[config.mk]
export PLATFORM = sky130hd
export DESIGN_NAME = de_write_buffer
export DESIGN_NICKNAME = d
export VERILOG_FILES = /design/src/rtl/de_write_buffer_pkg.sv /design/src/rtl/de_wbuf_fifo.sv /design/src/rtl/de_write_buffer.sv
export SDC_FILE = /design/constraint.sdc
export NUM_CORES = 1
export LEC_CHECK = 0
export CORE_UTILIZATION = 30
export DETAILED_ROUTE_END_ITERATION = 6
export SLEW_MARGIN = 20
export SYNTH_ARGS = -nofsm -noshare
export SYNTH_HDL_FRONTEND = slang
export SYNTH_HIERARCHICAL = 1
export SYNTH_SLANG_ARGS = --single-unit
[constraint.sdc]
create_clock -name clk -period 5.6 [get_ports clk]
set_clock_uncertainty 0.05 [all_clocks]
set_input_delay 1.12 -clock clk [delete_from_list [all_inputs] [get_ports clk]]
set_output_delay 1.12 -clock clk [all_outputs]
set_load 0.01 [all_outputs]
[src/rtl/de_write_buffer_pkg.sv]
// rtl/de_write_buffer_pkg.sv - shared types, constants and lane-merge helper for the write buffer
package de_write_buffer_pkg;

  localparam int         DATA_W     = 32;
  localparam int         WB_ADDR_W  = 18;
  localparam logic [3:0] NBYTE_NONE = 4'b1111;

  // One buffered write: word address, active-low byte enables, data
  typedef struct packed {
    logic [WB_ADDR_W-1:0] addr;
    logic [3:0]           nbyte;
    logic [DATA_W-1:0]    data;
  } wb_entry_t;

  // Lanes enabled (low) in nbyte take new_data, the rest keep old_data
  function automatic logic [DATA_W-1:0] merge_lanes(input logic [3:0]        nbyte,
                                                    input logic [DATA_W-1:0] old_data,
                                                    input logic [DATA_W-1:0] new_data);
    logic [DATA_W-1:0] merged;
    merged = old_data;
    for (int i = 0; i < 4; i++) begin
      if (!nbyte[i]) merged[8*i +: 8] = new_data[8*i +: 8];
    end
    return merged;
  endfunction

endpackage

[src/rtl/de_wbuf_fifo.sv]
// rtl/de_wbuf_fifo.sv - synchronous FIFO holding combined writes awaiting the memory port
module de_wbuf_fifo #(
  parameter int DEPTH = 4,
  parameter int WIDTH = 54
) (
  input  logic                     clk,
  input  logic                     rst_n,
  input  logic                     push_i,
  input  logic                     pop_i,
  input  logic [WIDTH-1:0]         data_i,
  output logic [WIDTH-1:0]         data_o,
  output logic                     full_o,
  output logic                     empty_o,
  output logic [$clog2(DEPTH):0]   count_o
);

  localparam int PTR_W = $clog2(DEPTH);

  logic [WIDTH-1:0] mem_q [DEPTH];
  logic [PTR_W-1:0] wr_ptr_q;
  logic [PTR_W-1:0] rd_ptr_q;
  logic [PTR_W:0]   count_q;
  logic             do_push;
  logic             do_pop;

  // A push into a full FIFO is legal when a pop frees a slot on the same edge
  assign do_pop  = pop_i && (count_q != '0);
  assign do_push = push_i && ((count_q != (PTR_W+1)'(DEPTH)) || do_pop);

  assign data_o  = mem_q[rd_ptr_q];
  assign full_o  = (count_q == (PTR_W+1)'(DEPTH));
  assign empty_o = (count_q == '0);
  assign count_o = count_q;

  // Entry storage; contents need no reset since count gates every read
  always_ff @(posedge clk) begin
    if (do_push) mem_q[wr_ptr_q] <= data_i;
  end

  // Pointers wrap naturally because DEPTH is a power of two
  always_ff @(posedge clk or negedge rst_n) begin
    if (!rst_n) begin
      wr_ptr_q <= '0;
      rd_ptr_q <= '0;
      count_q  <= '0;
    end else begin
      if (do_push) wr_ptr_q <= wr_ptr_q + 1'b1;
      if (do_pop)  rd_ptr_q <= rd_ptr_q + 1'b1;
      if (do_push && !do_pop)      count_q <= count_q + 1'b1;
      else if (do_pop && !do_push) count_q <= count_q - 1'b1;
    end
  end

endmodule

[src/rtl/de_write_buffer.sv]
// rtl/de_write_buffer.sv - write-combining posted-write buffer between draw engine and frame store
module de_write_buffer
  import de_write_buffer_pkg::*;
#(
  parameter int DEPTH  = 4,
  parameter int ADDR_W = 18
) (
  input  logic              clk,
  input  logic              rst_n,
  input  logic              de_req,
  output logic              de_ack,
  input  logic [ADDR_W-1:0] de_addr,
  input  logic [3:0]        de_nbyte,
  input  logic              de_rnw,
  input  logic [DATA_W-1:0] de_w_data,
  output logic [DATA_W-1:0] de_r_data,
  output logic              mem_req,
  input  logic              mem_ack,
  output logic [ADDR_W-1:0] mem_addr,
  output logic [3:0]        mem_nbyte,
  output logic              mem_rnw,
  output logic [DATA_W-1:0] mem_w_data,
  input  logic [DATA_W-1:0] mem_r_data,
  output logic              empty
);

  localparam int ENTRY_W = ADDR_W + 4 + DATA_W;
  localparam int CNT_W   = $clog2(DEPTH) + 1;

  typedef enum logic [1:0] {ST_IDLE, ST_WR, ST_RD} drain_state_e;

  drain_state_e      st_q, st_d;
  logic              c_valid_q, c_valid_d;
  logic [ADDR_W-1:0] c_addr_q, c_addr_d;
  logic [3:0]        c_nbyte_q, c_nbyte_d;
  logic [DATA_W-1:0] c_data_q, c_data_d;
  logic [ADDR_W-1:0] mem_addr_q, mem_addr_d;
  logic [3:0]        mem_nbyte_q, mem_nbyte_d;
  logic              mem_rnw_q, mem_rnw_d;
  logic [DATA_W-1:0] mem_w_data_q, mem_w_data_d;

  logic               fifo_push, fifo_pop, fifo_full, fifo_empty, can_push;
  logic [ENTRY_W-1:0] fifo_head;
  logic [CNT_W-1:0]   fifo_count;
  logic               wr_ack, rd_ack;

  assign mem_req    = (st_q != ST_IDLE);
  assign mem_addr   = mem_addr_q;
  assign mem_nbyte  = mem_nbyte_q;
  assign mem_rnw    = mem_rnw_q;
  assign mem_w_data = mem_w_data_q;
  assign de_r_data  = mem_r_data;
  assign de_ack     = wr_ack | rd_ack;

  assign fifo_pop = (st_q == ST_WR) && mem_ack;
  assign can_push = !fifo_full || fifo_pop;
  assign empty    = !c_valid_q && (fifo_count == '0) && !(mem_req && !mem_rnw_q);

  de_wbuf_fifo #(.DEPTH(DEPTH), .WIDTH(ENTRY_W)) u_fifo (
    .clk     (clk),
    .rst_n   (rst_n),
    .push_i  (fifo_push),
    .pop_i   (fifo_pop),
    .data_i  ({c_addr_q, c_nbyte_q, c_data_q}),
    .data_o  (fifo_head),
    .full_o  (fifo_full),
    .empty_o (fifo_empty),
    .count_o (fifo_count)
  );

  // Combine register: merge same-word writes, evict on mismatch or idle cycle
  always_comb begin
    c_valid_d = c_valid_q;
    c_addr_d  = c_addr_q;
    c_nbyte_d = c_nbyte_q;
    c_data_d  = c_data_q;
    fifo_push = 1'b0;
    wr_ack    = 1'b0;
    if (de_req && !de_rnw) begin
      if (de_nbyte == NBYTE_NONE) begin
        wr_ack = 1'b1;
      end else if (c_valid_q && (de_addr == c_addr_q)) begin
        c_nbyte_d = c_nbyte_q & de_nbyte;
        c_data_d  = merge_lanes(de_nbyte, c_data_q, de_w_data);
        wr_ack    = 1'b1;
      end else if (!c_valid_q || can_push) begin
        fifo_push = c_valid_q;
        c_valid_d = 1'b1;
        c_addr_d  = de_addr;
        c_nbyte_d = de_nbyte;
        c_data_d  = merge_lanes(de_nbyte, '0, de_w_data);
        wr_ack    = 1'b1;
      end
    end else if (c_valid_q && can_push) begin
      fifo_push = 1'b1;
      c_valid_d = 1'b0;
    end
  end

  // Drain FSM: queued writes first, reads only once nothing is buffered
  always_comb begin
    st_d         = st_q;
    mem_addr_d   = mem_addr_q;
    mem_nbyte_d  = mem_nbyte_q;
    mem_rnw_d    = mem_rnw_q;
    mem_w_data_d = mem_w_data_q;
    rd_ack       = 1'b0;
    case (st_q)
      ST_IDLE: begin
        if (!fifo_empty) begin
          st_d         = ST_WR;
          mem_rnw_d    = 1'b0;
          mem_addr_d   = fifo_head[ENTRY_W-1 -: ADDR_W];
          mem_nbyte_d  = fifo_head[DATA_W +: 4];
          mem_w_data_d = fifo_head[DATA_W-1:0];
        end else if (de_req && de_rnw && empty) begin
          st_d        = ST_RD;
          mem_rnw_d   = 1'b1;
          mem_addr_d  = de_addr;
          mem_nbyte_d = de_nbyte;
        end
      end
      ST_WR: if (mem_ack) st_d = ST_IDLE;
      ST_RD: begin
        if (mem_ack) begin
          st_d   = ST_IDLE;
          rd_ack = 1'b1;
        end
      end
      default: st_d = ST_IDLE;
    endcase
  end

  // State registers; reset drops everything buffered
  always_ff @(posedge clk or negedge rst_n) begin
    if (!rst_n) begin
      st_q         <= ST_IDLE;
      c_valid_q    <= 1'b0;
      c_addr_q     <= '0;
      c_nbyte_q    <= NBYTE_NONE;
      c_data_q     <= '0;
      mem_addr_q   <= '0;
      mem_nbyte_q  <= NBYTE_NONE;
      mem_rnw_q    <= 1'b0;
      mem_w_data_q <= '0;
    end else begin
      st_q         <= st_d;
      c_valid_q    <= c_valid_d;
      c_addr_q     <= c_addr_d;
      c_nbyte_q    <= c_nbyte_d;
      c_data_q     <= c_data_d;
      mem_addr_q   <= mem_addr_d;
      mem_nbyte_q  <= mem_nbyte_d;
      mem_rnw_q    <= mem_rnw_d;
      mem_w_data_q <= mem_w_data_d;
    end
  end

endmodule

==> out/summary.txt <==
Run status: finished clean
Detailed-route wire length per cell: 19.82 um
Reg-to-reg slack, setup: 2.17 ns
Part of the cycle the worst path needs: 84.10%
Post-detailed-route via-to-cell ratio: 4.588
TNS Setup: 0 ns
Post-synthesis register bit count: 335
Die outline height: 212.4 um
Most used flip-flop cell after synthesis: edfxtp_1
Synthesized cell area: 0.01328 mm2
Start-to-end type of the worst setup path: in -> out
Total Die Area: 0.04510 mm2
Initial drt markers: 292
Core footprint: 0.04336 mm2
Die extent in x: 212.4 um
Fraction of power spent switching nets: 27.79%
Total of max-cap violations: 0
Leading cell types in the layout, fill and taps excluded: edfxtp_1 (216), clkdlybuf4s50_1 (115), dfrtp_1 (109)
Synth warnings: 6
Max FO, Critical Path: 4
Total cell area at the placement stage: 0.01485 mm2
Layout cell share with drive strength beyond 1: 24.23%
Fillcell total: 4083
Hold-fix buffers at CTS: 0
Wire length of the first global-routing pass: 42.48 mm
Relative contribution of combinational cells to total power: 26.4%
Relative contribution of the clock network to total power: 31.6%
Number of cells on the worst reg-to-reg path: 12
Max Fclk: 212.3 MHz
Vias in the first global route: 6811
Clock network latency to the later pin of the worst-skew pair: 0.53 ns
Setup violation total in the final timing report: 0
Total global-route track usage: 12.87%
Syn nets: 805
Most common cell after layout, fill and taps aside: edfxtp_1
Antenna violations before repair: 2
Number of diodes: 0
Grt ovf: 0
Clock root buffer master: clkbuf_16
Count of placed standard cells in the final layout, fillers left out: 1427
Worst Path Required: 4.43 ns
Clock-pin slew on the worst setup and hold paths: 0.06 ns
Avg Synthesized Cell Area: 18.83 um2
CTS max path bufs: 3
Max-slew violations: 0
Remaining max-slew budget at the tightest pin: 35.28%
Reported net switching power: 2.324 mW
Element type at the critical path end: output pin
Proportion of synthesized chip area in sequential cells: 71.37%
Number of buffers inserted by post-CTS setup repair: 0
Total power density per cell area: 516.2 mW/mm2
Shortest clock period the worst path allows after layout: 4.710 ns
Cell with the most instances on the worst path: clkdlybuf4s50_1
RSZ-0062 raised after global routing: false
HPWL after detailed placement: 16.71 mm
Synth cell types: 49
Proportion of synthesized flip-flops having asynchronous set or reset: 35.52%
GP Congestion: 0.7243
Critical path, cell by cell: clkdlybuf4s50_1 -> xnor2_1 -> nand4_1 -> nor3_4 -> and2_1 -> o21ai_0 -> nand2_1 -> clkdlybuf4s50_1
Number of design rule violations left after detail routing: 0
Count of port buffers added during placement: 116
Post-synth EDFFs: 216
Cell type of the slowest stage on the worst timing path: clkdlybuf4s50_1
Transition time at the pin with the least slew margin: 0.9708 ns
Number of cells traversed by the worst hold path: 2
Initial core utilization: 30.62%
# IOs: 181
End of the worst register-to-register path: u_fifo/count_o[1]$_DFFE_PN0P_
Origin of the worst min-delay path: mem_addr[1]$_DFFE_PN0P_
Dpl cells: 1357
Finished Cell Area: 0.01620 mm2
Kind of path behind the tightest hold check: reg -> reg
Arrival time of the worst setup path: 3.54 ns
H-tree levels: 2
Post-Route WL: 28.28 mm
Iteration count of the initial detailed-routing pass: 4
Number of CTS-inserted buffers: 38
CTS tree: done
Worst voltage drop across the vdd grid: 0.0002845 V
Synth-to-Final Area Change: 22.00%
CTS Sinks: 335
Leakage Power: 5.717 nW
Source of the worst register-to-register timing path: c_addr_q[11]$_DFFE_PN0P_
Total number of placement rows: 76
Startpoint class of the critical path: input port
Number of antenna-violating nets in the routed design: 0
Largest net degree at the start of global routing: 83
Post-cts repair resize count: 0
Post-Syn Instances: 705
Total via count in the routed design: 6547
Final Hold Fails: 0
Seq pwr share: 42.0%
Largest stage delay on the critical path: 0.55 ns
Design internal power: 6.037 mW
Endpoint of the worst hold-timing path: mem_addr[1]$_DFFE_PN0P_
Final layout net count: 912
[metrics by stage]
stage	total power, mW	hold WS, ns	util (%)	setup slack, ns
global placement	5.802	0.4126	34.24	0.8138
CTS	8.538	0.4356	37.35	0.8066
global route	8.819	0.4595	37.35	0.7332
floorplan	4.944	0.4261	-	1.544
detailed placement	5.849	0.4222	34.24	0.8197
finish	8.361	0.4283	37.35	0.8901
[power by group through the flow]
stage | Combinational, mW | Sequential, mW | Clock (mW)
2_1_floorplan | 1.48 | 3.46 | 0
3_3_place_gp | 2.24 | 3.57 | 0
3_5_place_dp | 2.27 | 3.58 | 0
4_1_cts | 2.27 | 3.54 | 2.73
5_1_grt | 2.40 | 3.59 | 2.82
6_report | 2.20 | 3.51 | 2.64
[routing by layer]
metal / GRT usage (%) / up-vias / part of all wire, %
li1: - / 2928 / -
met1: 17.66 / 3396 / 44
met2: 20.13 / 180 / 47
met3: 3.486 / 39 / 7.0
met4: 3.275 / 4 / 1.7
met5: 0 / - / 0.11
[cells in the mapped netlist, types with 14 or more instances]
cell,number,area (um2)
mux2_2,37,416.7
a22o_1,33,289.0
dfrtp_1,111,2778
nand2_1,29,108.9
buf_2,14,70.07
edfxtp_1,216,6486
buf_4,33,247.7
mux4_2,54,1216
o21ai_0,25,125.1
xnor2_1,22,192.7
mux2i_1,22,220.2
[how the worst max path moves through the flow]
stage / from / to / slack (ns) / cells after the start
6_report: de_addr[11] / de_ack / 0.89 / 8
5_1_grt: de_addr[11] / de_ack / 0.73 / 8
4_1_cts: de_addr[11] / de_ack / 0.81 / 8
3_5_place_dp: de_addr[11] / de_ack / 0.82 / 8
3_3_place_gp: de_addr[11] / de_ack / 0.81 / 8
2_1_floorplan: de_addr[1] / u_fifo/mem_q[0][0]$_DFFE_PP_ / 1.54 / 9
[logic make-up (layout without fill, tap and decap cells)]
kind of cell / after synthesis / count (layout) / synth area share [%]
simple gates: 69 / 69 / 2.828
mux: 128 / 128 / 15.49
xor+xnor: 24 / 24 / 1.583
fa+ha+maj: 9 / 9 / 0.9048
flops: 335 / 335 / 71.37
buf+inv: 67 / 204 / 3.412
compound gates: 73 / 73 / 4.420
[registers in the layout, indices dropped and copies added, names as in the netlist]
register	cells
c_nbyte_q	4
c_data_q	32
st_q	2
mem_w_data	32
c_valid_q	1
u_fifo/mem_q	216
mem_rnw	1
u_fifo/wr_ptr_q	2
mem_addr	18
u_fifo/rd_ptr_q	2
mem_nbyte	4
c_addr_q	18
u_fifo/count_o	3
[worst max-delay path: cells and delay by family]
kind                   cells  cell delay [ns]
buffers and inverters      2             1.02
AND/OR/NAND/NOR            4             0.96
XOR/XNOR                   1             0.35
AO/OA/AOI/OAI              1             0.09
[area by class of cell]
type,instances,area (um2),area share [%]
inverters,9,33.78,0.2086
clock buffers,51,1104,6.814
repair buffers,125,1230,7.594
well taps,585,732.0,4.519
flip-flops and latches,335,9479,58.53
clock inverters,19,246.5,1.522
multi-input cells,303,3371,20.81
Note: power is estimated with default switching activity, not from simulation.
